## src/rtl/display_pkg.sv

```systemverilog
// rtl/display_pkg.sv - shared display codes, segment constants and helpers
//
// Contents:
//   CODE_E / CODE_R / CODE_O / CODE_BLANK / CODE_ZERO  4-bit display codes
//   SEG_OFF                                            all segments dark (active-low)
//   is_blank_code()                                    true for codes that decode to blank
//   error_code()                                       nibble shown at a digit position in "Erro" mode

package display_pkg;

  localparam logic [3:0] CODE_ZERO  = 4'b0000;
  localparam logic [3:0] CODE_E     = 4'b1100;
  localparam logic [3:0] CODE_R     = 4'b1110;
  localparam logic [3:0] CODE_O     = 4'b1111;
  localparam logic [3:0] CODE_BLANK = 4'b1010;

  localparam logic [6:0] SEG_OFF = 7'b1111111;

  function automatic logic is_blank_code(input logic [3:0] code);
    return (code == 4'b1010) || (code == 4'b1011) || (code == 4'b1101);
  endfunction

  // "Erro" reads left to right on digits 3..0; wider banks blank the extra digits.
  function automatic logic [3:0] error_code(input int pos);
    case (pos)
      0:       return CODE_O;
      1, 2:    return CODE_R;
      3:       return CODE_E;
      default: return CODE_BLANK;
    endcase
  endfunction

endpackage

```

## src/rtl/segment_decoder.sv

```systemverilog
// rtl/segment_decoder.sv - 4-bit display code to active-low 7-segment pattern
//
// Ports:
//   code  in   4  display code (0-9, E, r, o; remaining codes blank)
//   seg   out  7  {a,b,c,d,e,f,g}, 0 = segment lit

module segment_decoder
  import display_pkg::*;
(
  input  logic [3:0] code,
  output logic [6:0] seg
);

  always_comb begin
    seg = SEG_OFF;
    case (code)
      4'd0:    seg = 7'b0000001;
      4'd1:    seg = 7'b1001111;
      4'd2:    seg = 7'b0010010;
      4'd3:    seg = 7'b0000110;
      4'd4:    seg = 7'b1001100;
      4'd5:    seg = 7'b0100100;
      4'd6:    seg = 7'b0100000;
      4'd7:    seg = 7'b0001111;
      4'd8:    seg = 7'b0000000;
      4'd9:    seg = 7'b0000100;
      CODE_E:  seg = 7'b0110000;
      CODE_R:  seg = 7'b1111010;
      CODE_O:  seg = 7'b1100010;
      default: seg = SEG_OFF;
    endcase
  end

endmodule

```

## src/rtl/display_scanner.sv

```systemverilog
// rtl/display_scanner.sv - time-multiplexed common-anode 7-segment bank driver
//
// Ports:
//   clock       in   1         system clock, rising edge
//   reset       in   1         synchronous, active-high
//   value       in   4*DIGITS  packed codes, nibble 0 = rightmost digit
//   load        in   1         strobe capturing value into the pending buffer
//   error       in   1         level; while high the bank shows "Erro"
//   segments    out  7         {a,b,c,d,e,f,g}, active-low
//   digit_sel   out  DIGITS    one-hot active-low digit enable, bit 0 = rightmost
//   frame_done  out  1         pulse in the last cycle of digit DIGITS-1's slot
//
// Build option: DISPLAY_SCANNER_ZERO_BLANK_EN enables leading-zero suppression.

module display_scanner
  import display_pkg::*;
#(
  parameter int DIGITS   = 4,
  parameter int SCAN_DIV = 1000,
  parameter int GUARD    = 2
) (
  input  logic                  clock,
  input  logic                  reset,
  input  logic [4*DIGITS-1:0]   value,
  input  logic                  load,
  input  logic                  error,
  output logic [6:0]            segments,
  output logic [DIGITS-1:0]     digit_sel,
  output logic                  frame_done
);

  localparam int CNT_W = $clog2(SCAN_DIV);
  localparam int IDX_W = $clog2(DIGITS);

  localparam logic [CNT_W-1:0]    CNT_LAST  = CNT_W'(SCAN_DIV - 1);
  localparam logic [CNT_W-1:0]    GUARD_CNT = CNT_W'(GUARD);
  localparam logic [IDX_W-1:0]    IDX_LAST  = IDX_W'(DIGITS - 1);
  localparam logic [4*DIGITS-1:0] ALL_BLANK = {DIGITS{CODE_BLANK}};

  logic [CNT_W-1:0]    cnt_q, cnt_d;
  logic [IDX_W-1:0]    idx_q, idx_d;
  logic [4*DIGITS-1:0] disp_q, disp_d;
  logic [4*DIGITS-1:0] pend_q, pend_d;
  logic                pend_valid_q, pend_valid_d;
  logic [6:0]          segments_q, segments_d;
  logic [DIGITS-1:0]   digit_sel_q, digit_sel_d;
  logic                frame_done_q, frame_done_d;

  logic                at_slot_end;
  logic                at_frame_end;
  logic [4*DIGITS-1:0] shown_codes;
  logic [3:0]          nib;
  logic [3:0]          sel_code;
  logic [6:0]          dec_seg;
`ifdef DISPLAY_SCANNER_ZERO_BLANK_EN
  logic                lead;
`endif

  // Slot counter and digit index
  always_comb begin
    at_slot_end  = (cnt_q == CNT_LAST);
    at_frame_end = at_slot_end && (idx_q == IDX_LAST);
    cnt_d        = at_slot_end ? '0 : cnt_q + 1'b1;
    idx_d        = idx_q;
    if (at_slot_end) begin
      idx_d = (idx_q == IDX_LAST) ? '0 : idx_q + 1'b1;
    end
    // Registered from the next counter state so the pulse lines up with
    // the cycle in which the counter itself sits at the frame end.
    frame_done_d = (cnt_d == CNT_LAST) && (idx_d == IDX_LAST);
  end

  // Double buffering: display only ever changes on the frame-end edge
  always_comb begin
    disp_d       = disp_q;
    pend_d       = pend_q;
    pend_valid_d = pend_valid_q;
    if (load) begin
      if (at_frame_end) begin
        disp_d       = value;
        pend_valid_d = 1'b0;
      end else begin
        pend_d       = value;
        pend_valid_d = 1'b1;
      end
    end else if (at_frame_end && pend_valid_q) begin
      disp_d       = pend_q;
      pend_valid_d = 1'b0;
    end
  end

  // Per-digit code actually shown: error substitution overrides the display
  // register without touching it, so dropping error restores it at once.
  always_comb begin
    shown_codes = '0;
    nib         = CODE_BLANK;
`ifdef DISPLAY_SCANNER_ZERO_BLANK_EN
    lead        = 1'b1;
`endif
    for (int i = DIGITS - 1; i >= 0; i--) begin
      nib = disp_q[4*i +: 4];
      shown_codes[4*i +: 4] = nib;
`ifdef DISPLAY_SCANNER_ZERO_BLANK_EN
      // lead stays set while every higher digit is zero or blank
      if ((i != 0) && lead && (nib == CODE_ZERO)) begin
        shown_codes[4*i +: 4] = CODE_BLANK;
      end
      lead = lead && ((nib == CODE_ZERO) || is_blank_code(nib));
`endif
      if (error) begin
        shown_codes[4*i +: 4] = error_code(i);
      end
    end
  end

  always_comb begin
    sel_code = CODE_BLANK;
    for (int i = 0; i < DIGITS; i++) begin
      if (idx_q == IDX_W'(i)) begin
        sel_code = shown_codes[4*i +: 4];
      end
    end
  end

  segment_decoder u_segment_decoder (
    .code (sel_code),
    .seg  (dec_seg)
  );

  // Outputs: anti-ghosting guard keeps every digit dark at slot start
  always_comb begin
    segments_d  = dec_seg;
    digit_sel_d = '1;
    if (cnt_q >= GUARD_CNT) begin
      for (int i = 0; i < DIGITS; i++) begin
        digit_sel_d[i] = !(idx_q == IDX_W'(i));
      end
    end
  end

  always_ff @(posedge clock) begin
    if (reset) begin
      cnt_q        <= '0;
      idx_q        <= '0;
      disp_q       <= ALL_BLANK;
      pend_q       <= ALL_BLANK;
      pend_valid_q <= 1'b0;
      segments_q   <= SEG_OFF;
      digit_sel_q  <= '1;
      frame_done_q <= 1'b0;
    end else begin
      cnt_q        <= cnt_d;
      idx_q        <= idx_d;
      disp_q       <= disp_d;
      pend_q       <= pend_d;
      pend_valid_q <= pend_valid_d;
      segments_q   <= segments_d;
      digit_sel_q  <= digit_sel_d;
      frame_done_q <= frame_done_d;
    end
  end

  assign segments   = segments_q;
  assign digit_sel  = digit_sel_q;
  assign frame_done = frame_done_q;

endmodule
```

## config.mk

```make
export PLATFORM = sky130hd
export DESIGN_NAME = display_scanner
export DESIGN_NICKNAME = d
export VERILOG_FILES = /design/src/rtl/display_pkg.sv /design/src/rtl/segment_decoder.sv /design/src/rtl/display_scanner.sv
export SDC_FILE = /design/constraint.sdc
export NUM_CORES = 1
export LEC_CHECK = 0
export ABC_CLOCK_PERIOD_IN_PS = 2700
export BUFFER_PORTS_ARGS = -buffer_cell sky130_fd_sc_hd__buf_2
export CAP_MARGIN = 25
export CORE_UTILIZATION = 40
export CTS_CLUSTER_DIAMETER = 120
export DETAILED_ROUTE_END_ITERATION = 10
export PLACE_DENSITY = 0.6
export SYNTH_ARGS = -nofsm -noshare
export SYNTH_HDL_FRONTEND = slang
export SYNTH_HIERARCHICAL = 1
export SYNTH_SLANG_ARGS = --single-unit
```

## constraint.sdc

```tcl
create_clock -name clock -period 2.7 [get_ports clock]
set_clock_uncertainty 0.15 [all_clocks]
set_input_delay 0.135 -clock clock [delete_from_list [all_inputs] [get_ports clock]]
set_output_delay 0.135 -clock clock [all_outputs]
set_load 0.05 [all_outputs]
```

* After elaboration in Yosys (flattened, before gate mapping)
Memory sizes are Yosys's and may differ from the RTL's. A register that Yosys moved wholly into a read port is not among the register bits.
Cells that the tools add are included.
** Cells by class
- Reductions and logical operators :: 12
- Magnitude comparators :: 1
- Equality and inequality tests :: 7
- Add/subtract/negate cells :: 2
- Bitwise gates (word level) :: 2
- Multiplexer cells :: 17
** Operator list (count)
- $mux W16 :: 3
- $mux W4 :: 8
- $eq A10 B10 Y1 const B :: 2
- $add A10 B1 Y10 const B :: 1
- $ge A10 B2 Y1 const B :: 1
- $mux W10 :: 1
- $eq A2 B2 Y1 const B :: 3
- $logic_not A1 Y1 :: 4
- $mux W2 :: 2
- $reduce_and A2 Y1 :: 2
- $logic_and A1 B1 Y1 :: 3
- $mux W1 :: 3
- $add A2 B1 Y2 const B :: 1
- $eq A2 B1 Y1 const B :: 1
- $logic_not A2 Y1 :: 1
- $ne A2 B1 Y1 const B :: 1
- $not A1 Y1 :: 2
- $reduce_bool A2 Y1 :: 1
- $reduce_or A2 Y1 :: 1
** Storage, ports and cells
- Memories kept :: 1
- Memory bits (read-only) :: 112
- Bits in registers :: 50
- Output and inout bits :: 12
- Input port bits :: 20
- Logic and storage cells :: 49
** Memories
- (no name shown) :: words 16, bits a word 7, read ports 1, clocked after memory_dff 1, write ports 0, line segment_decoder.sv:16 : case (code)

* Longest topological paths before layout
- Word-level depth :: 5
- Depth in mapped cells :: 13
- Gate-level depth less buffers :: 12

* By module
The synthesis kept the hierarchy.
** By module, submodules not included
- display_scanner :: times used 1, cells an instance 274, seq. area each 1141.1 um^2, area an instance 2616.3 um^2
- segment_decoder :: times used 1, cells an instance 35, seq. area each 0.0 um^2, area an instance 259.0 um^2

* Least setup slack after synthesis
Ideal clock, no wire load.
- Path kind :: flip-flop to flip-flop
- Start :: reg idx_q[1]
- End :: reg segments_q[3], in the netlist segments[3]
- Arrival :: 2.623 ns
- Path buffers :: 1
- Period minus slack after synthesis :: 2.897 ns
- Library setup time :: 0.123 ns
- Data required time :: 2.427 ns
- Stages on the path, launching flop included :: 13
- Slack :: -0.197 ns
- Path through :: dfxtp_1 > inv_1 > ha_1 > clkbuf_1 > nor2b_1 > nor3_1 > a211oi_1 > o21ai_0 > inv_1 > ha_1 > xor2_1 > a21oi_1 > or2_2
** On the way
- Word-level cells in the longest chain between the ends :: 5
- Elaborated cells between the ends (all ways) :: 8
- Classes of those cells :: eq/ne (3); mux (4); reduce/logical (1)
** Ends and longest elaborated chain
- start: declaration :: line display_scanner.sv:41 : logic [IDX_W-1:0] idx_q, idx_d;
- start signal: assignment :: line display_scanner.sv:153 : idx_q <= idx_d;
- $logic_not A2 Y1 :: line display_scanner.sv:119 : if (idx_q == IDX_W'(i)) begin
- $mux W4 (3 in a row) :: line display_scanner.sv:119
- $mux W4 * :: line display_scanner.sv:119
- net sel_code[1] :: line display_scanner.sv:53 : logic [3:0] sel_code;
- end: declaration :: line display_scanner.sv:45 : logic [6:0] segments_q, segments_d;
Mark *: on every way through the listed nets, which the timed path passes. The rest lies on a longest branch.
A chain may end at the register's enable or synchronous reset.

* Worst setup path in the final report
Ends and elaborated chain as after synthesis.

==> impl_metrics.json <==
{
  "finish.net_count": 394,
  "multiplexer_fraction_of_the_synthesized_cell_area": 0.160,
  "antenna_found_initial": 0,
  "grt_use_met2": 0.258,
  "worst_skew_pair.late_latency_ns": 0.33,
  "port_buffer_count": 31,
  "finalSetupViolCount": 0,
  "critPathSlowestCell": "sky130_fd_sc_hd__ha_1",
  "post_drt_wl_per_cell_um": 12.4,
  "die_h_um": 86.8,
  "postCtsSetupBuffers": 0,
  "timing.hold.worst.class": "input port to register",
  "drt_pass1_iterations": 4,
  "max-vdd-ir-drop_mv": 0.316,
  "worst-endpoint-required_ns": 2.77,
  "p_per_area_nw_per_um2": 521,
  "antenna_violating_nets_post_route": 0,
  "route.vias.total": 2237,
  "cap_viol_max_count": 0,
  "grt_start_max_net_pins": 29,
  "place.gp.congestion": 0.762,
  "run_status": "finished, final reports clean",
  "clock_tree.root_cell": "sky130_fd_sc_hd__clkbuf_8",
  "maximum_operating_frequency_mhz": 396,
  "syn_area_um2": 2880,
  "nFillCells": 626,
  "report.final.hold_viol_count": 0,
  "flow.area_growth_from_synthesis_pct": 22.8,
  "worst_pin_slew_ns": 0.497,
  "setup-tns-final_ns": 0,
  "fp.coreArea_um2": 6870,
  "yosys.area_share.simple": 0.221,
  "final_worst_path_period_need_ns": 2.53,
  "die-area_um2": 7530,
  "delay_contributed_by_the_slowest_stage_of_the_critical_path_ns": 0.34,
  "initial_utilization": 0.419,
  "postSynth.asyncResetShare": 0,
  "synth_seq_cells": 57,
  "cp_num_buf_inv": 2,
  "final_min_period_over_clock_period": 0.936,
  "layout_setup_ws_ns": 0.173,
  "path_cells": "inv_1 -> ha_1 -> nor2b_1 -> nor3_1 -> a211oi_1 -> o21ai_1 -> inv_1 -> ha_1 -> xor2_1 -> a21oi_1 -> or2_2",
  "place.detailed.hpwl_um": 3970,
  "crit_type": "register to register",
  "synth-main-ff-cell": "sky130_fd_sc_hd__dfxtp_1",
  "synth_adder_area_share": 0.0566,
  "use_met3": 0.0657,
  "dp_slack_ns": 0.0831,
  "worst_setup_path_end_kind": "register",
  "timing.critical_path.fanout_max": 9,
  "drc": 0,
  "grt_first_pass_wirelength_um": 9650,
  "timing.max_slew.rel_slack": 0.669,
  "drt-vias-per-instance": 4.85,
  "synth_compound_area_frac": 0.0879,
  "cts.htree.levels": 3,
  "grt_overflow_total": 0,
  "n_antenna_cell": 0,
  "yosysUniqueCellTypes": 49,
  "routed_wirelength_um": 5720,
  "grt_util_all_layers": 0.169,
  "cts-buffers-inserted": 9,
  "count_of_routing_violations_after_the_opening_detailed_route_iteration": 103,
  "total_leakage_power_uw": 0.00136,
  "post_synthesis_sequential_area_ratio": 0.397,
  "cts_num_sinks": 57,
  "crit_family": "simple AND/OR/NAND/NOR gates",
  "synth_top_family_by_area": "simple AND/OR/NAND/NOR gates",
  "syn_area_per_cell_um2": 9.31,
  "hold_ws_ns": 0.0740,
  "std_cell_rows": 30,
  "synth_xor_area_frac": 0.0274,
  "synth-edff-count": 0,
  "gr-max-usage-layer": "met2",
  "synth_nets": 342,
  "clk_pin_slew_worst_paths_ns": 0.07,
  "grt_pass1_vias": 2016,
  "synth_warnings": 6,
  "die_w_um": 86.8,
  "cts.path.max_buffers": 2,
  "postSynthCellCount": 309,
  "io-pin-count": 32,
  "tritoncts": "done",
  "groute.layer.met1.usage": 0.222,
  "unrepaired_setup_endpoints_after_global_routing": "false",
  "maxSlewViolCount": 0,
  "drive_above_1_share": 0.258,
  "critical_path.startpoint_type": "register",
  "critical_path_arrival_ns": 2.59
}
-- synth_stat cells, types with 7 or more instances --
master,n,share of area
sky130_fd_sc_hd__dfxtp_1,57,0.40
sky130_fd_sc_hd__or2_2,7,0.015
sky130_fd_sc_hd__mux2_2,16,0.063
sky130_fd_sc_hd__nor2_1,43,0.056
sky130_fd_sc_hd__a21oi_1,15,0.026
sky130_fd_sc_hd__ha_1,13,0.057
sky130_fd_sc_hd__clkbuf_1,12,0.016
sky130_fd_sc_hd__nand2_1,14,0.018
sky130_fd_sc_hd__nor3_1,18,0.031
sky130_fd_sc_hd__mux2i_1,28,0.097
sky130_fd_sc_hd__inv_1,7,0.0091
sky130_fd_sc_hd__nand2b_1,10,0.022
-- flip-flops by register name, summed over array words and instances (netlist names) --
name	flops
disp_q	16
pend_q	16
cnt_q	10
segments	7
digit_sel	4
idx_q	2
frame_done	1
pend_valid_q	1
-- report_power, final --
part,internal (µW),switching [µW]
Clock,468,320
Combinational,83.6,90.7
Sequential,865,12.6
-- logic make-up (layout without fill, tap and decap cells) --
group | Yosys count | after routing
compound gates | 37 | 37
xor+xnor | 9 | 9
fa+ha+maj | 13 | 13
buf+inv | 30 | 86
flops | 57 | 57
mux | 44 | 44
simple gates | 119 | 119
-- stage by stage --
stage	cell area (µm²)	power [µW]	cells	util
floorplan	2880	1010	309	-
global placement	3160	1050	430	0.460
detailed placement	3160	1050	430	0.460
CTS	3520	1860	461	0.512
global route	3530	1920	461	0.514
finish	3530	1840	461	0.514
-- layer usage --
metal / part of all wire / wire length, µm
met1: 0.50 / 2850
met5: 0 / 0
met3: 0.042 / 239
met2: 0.45 / 2590
met4: 0.0073 / 42
-- layout make-up --
cell class                      instances  area (µm²)  area share
Multi-Input combinational cell        222        1610       0.456
Inverter                                9        36.3      0.0103
Timing Repair Buffer                   62         428       0.121
Clock buffer                           12         155      0.0440
Sequential cell                        57        1140       0.323
Tap cell                               96         120      0.0340
Clock inverter                          3        40.0      0.0113
-- path summary, 6_finish.rpt --
| kind | start | to | slack [ns] | depth (start not counted) |
|---|---|---|---|---|
| setup / recovery | idx_q[1]$_SDFF_PP0_ | segments[3]$_SDFF_PP1_ | 0.17 | 11 |
| hold / removal | load | pend_valid_q$_SDFFE_PP0P_ | 0.07 | 3 |
| setup reg to reg | idx_q[1]$_SDFF_PP0_ | segments[3]$_SDFF_PP1_ | 0.17 | 11 |
| hold reg to reg | cnt_q[0]$_SDFF_PP0_ | cnt_q[0]$_SDFF_PP0_ | 0.33 | 1 |
-- worst register-to-register path, cell delays in order, from the launching register on --
cell	delay [ns]
sky130_fd_sc_hd__dfxtp_1	0.32
sky130_fd_sc_hd__inv_1	0.06
sky130_fd_sc_hd__ha_1	0.27
sky130_fd_sc_hd__nor2b_1	0.17
sky130_fd_sc_hd__nor3_1	0.21
sky130_fd_sc_hd__a211oi_1	0.07
sky130_fd_sc_hd__o21ai_1	0.22
sky130_fd_sc_hd__inv_1	0.12
sky130_fd_sc_hd__ha_1	0.34
sky130_fd_sc_hd__xor2_1	0.15
sky130_fd_sc_hd__a21oi_1	0.07
sky130_fd_sc_hd__or2_2	0.26
-- what timing repair did --
action | in CTS | in global routing
hold buffers | 16 | 0
setup endpoints to repair | 0 | 7
endpoints found under the hold margin | 16 | 0
gates resized for setup | 0 | 4
-- placed cells by master (no fill, tap or decap), types with 6 or more instances in the layout --
| cell type | instances |
|---|---|
| sky130_fd_sc_hd__buf_4 | 15 |
| sky130_fd_sc_hd__nor3_1 | 18 |
| sky130_fd_sc_hd__or2_2 | 7 |
| sky130_fd_sc_hd__dlygate4sd3_1 | 16 |
| sky130_fd_sc_hd__dfxtp_1 | 57 |
| sky130_fd_sc_hd__mux2_2 | 16 |
| sky130_fd_sc_hd__nor2_1 | 42 |
| sky130_fd_sc_hd__mux2i_1 | 28 |
| sky130_fd_sc_hd__buf_2 | 31 |
| sky130_fd_sc_hd__nand2b_1 | 10 |
| sky130_fd_sc_hd__clkbuf_8 | 11 |
| sky130_fd_sc_hd__nand2_1 | 14 |
| sky130_fd_sc_hd__xnor2_1 | 6 |
| sky130_fd_sc_hd__ha_1 | 13 |
| sky130_fd_sc_hd__inv_1 | 7 |
| sky130_fd_sc_hd__a21oi_1 | 15 |
Power figures use the tool's default switching activity.
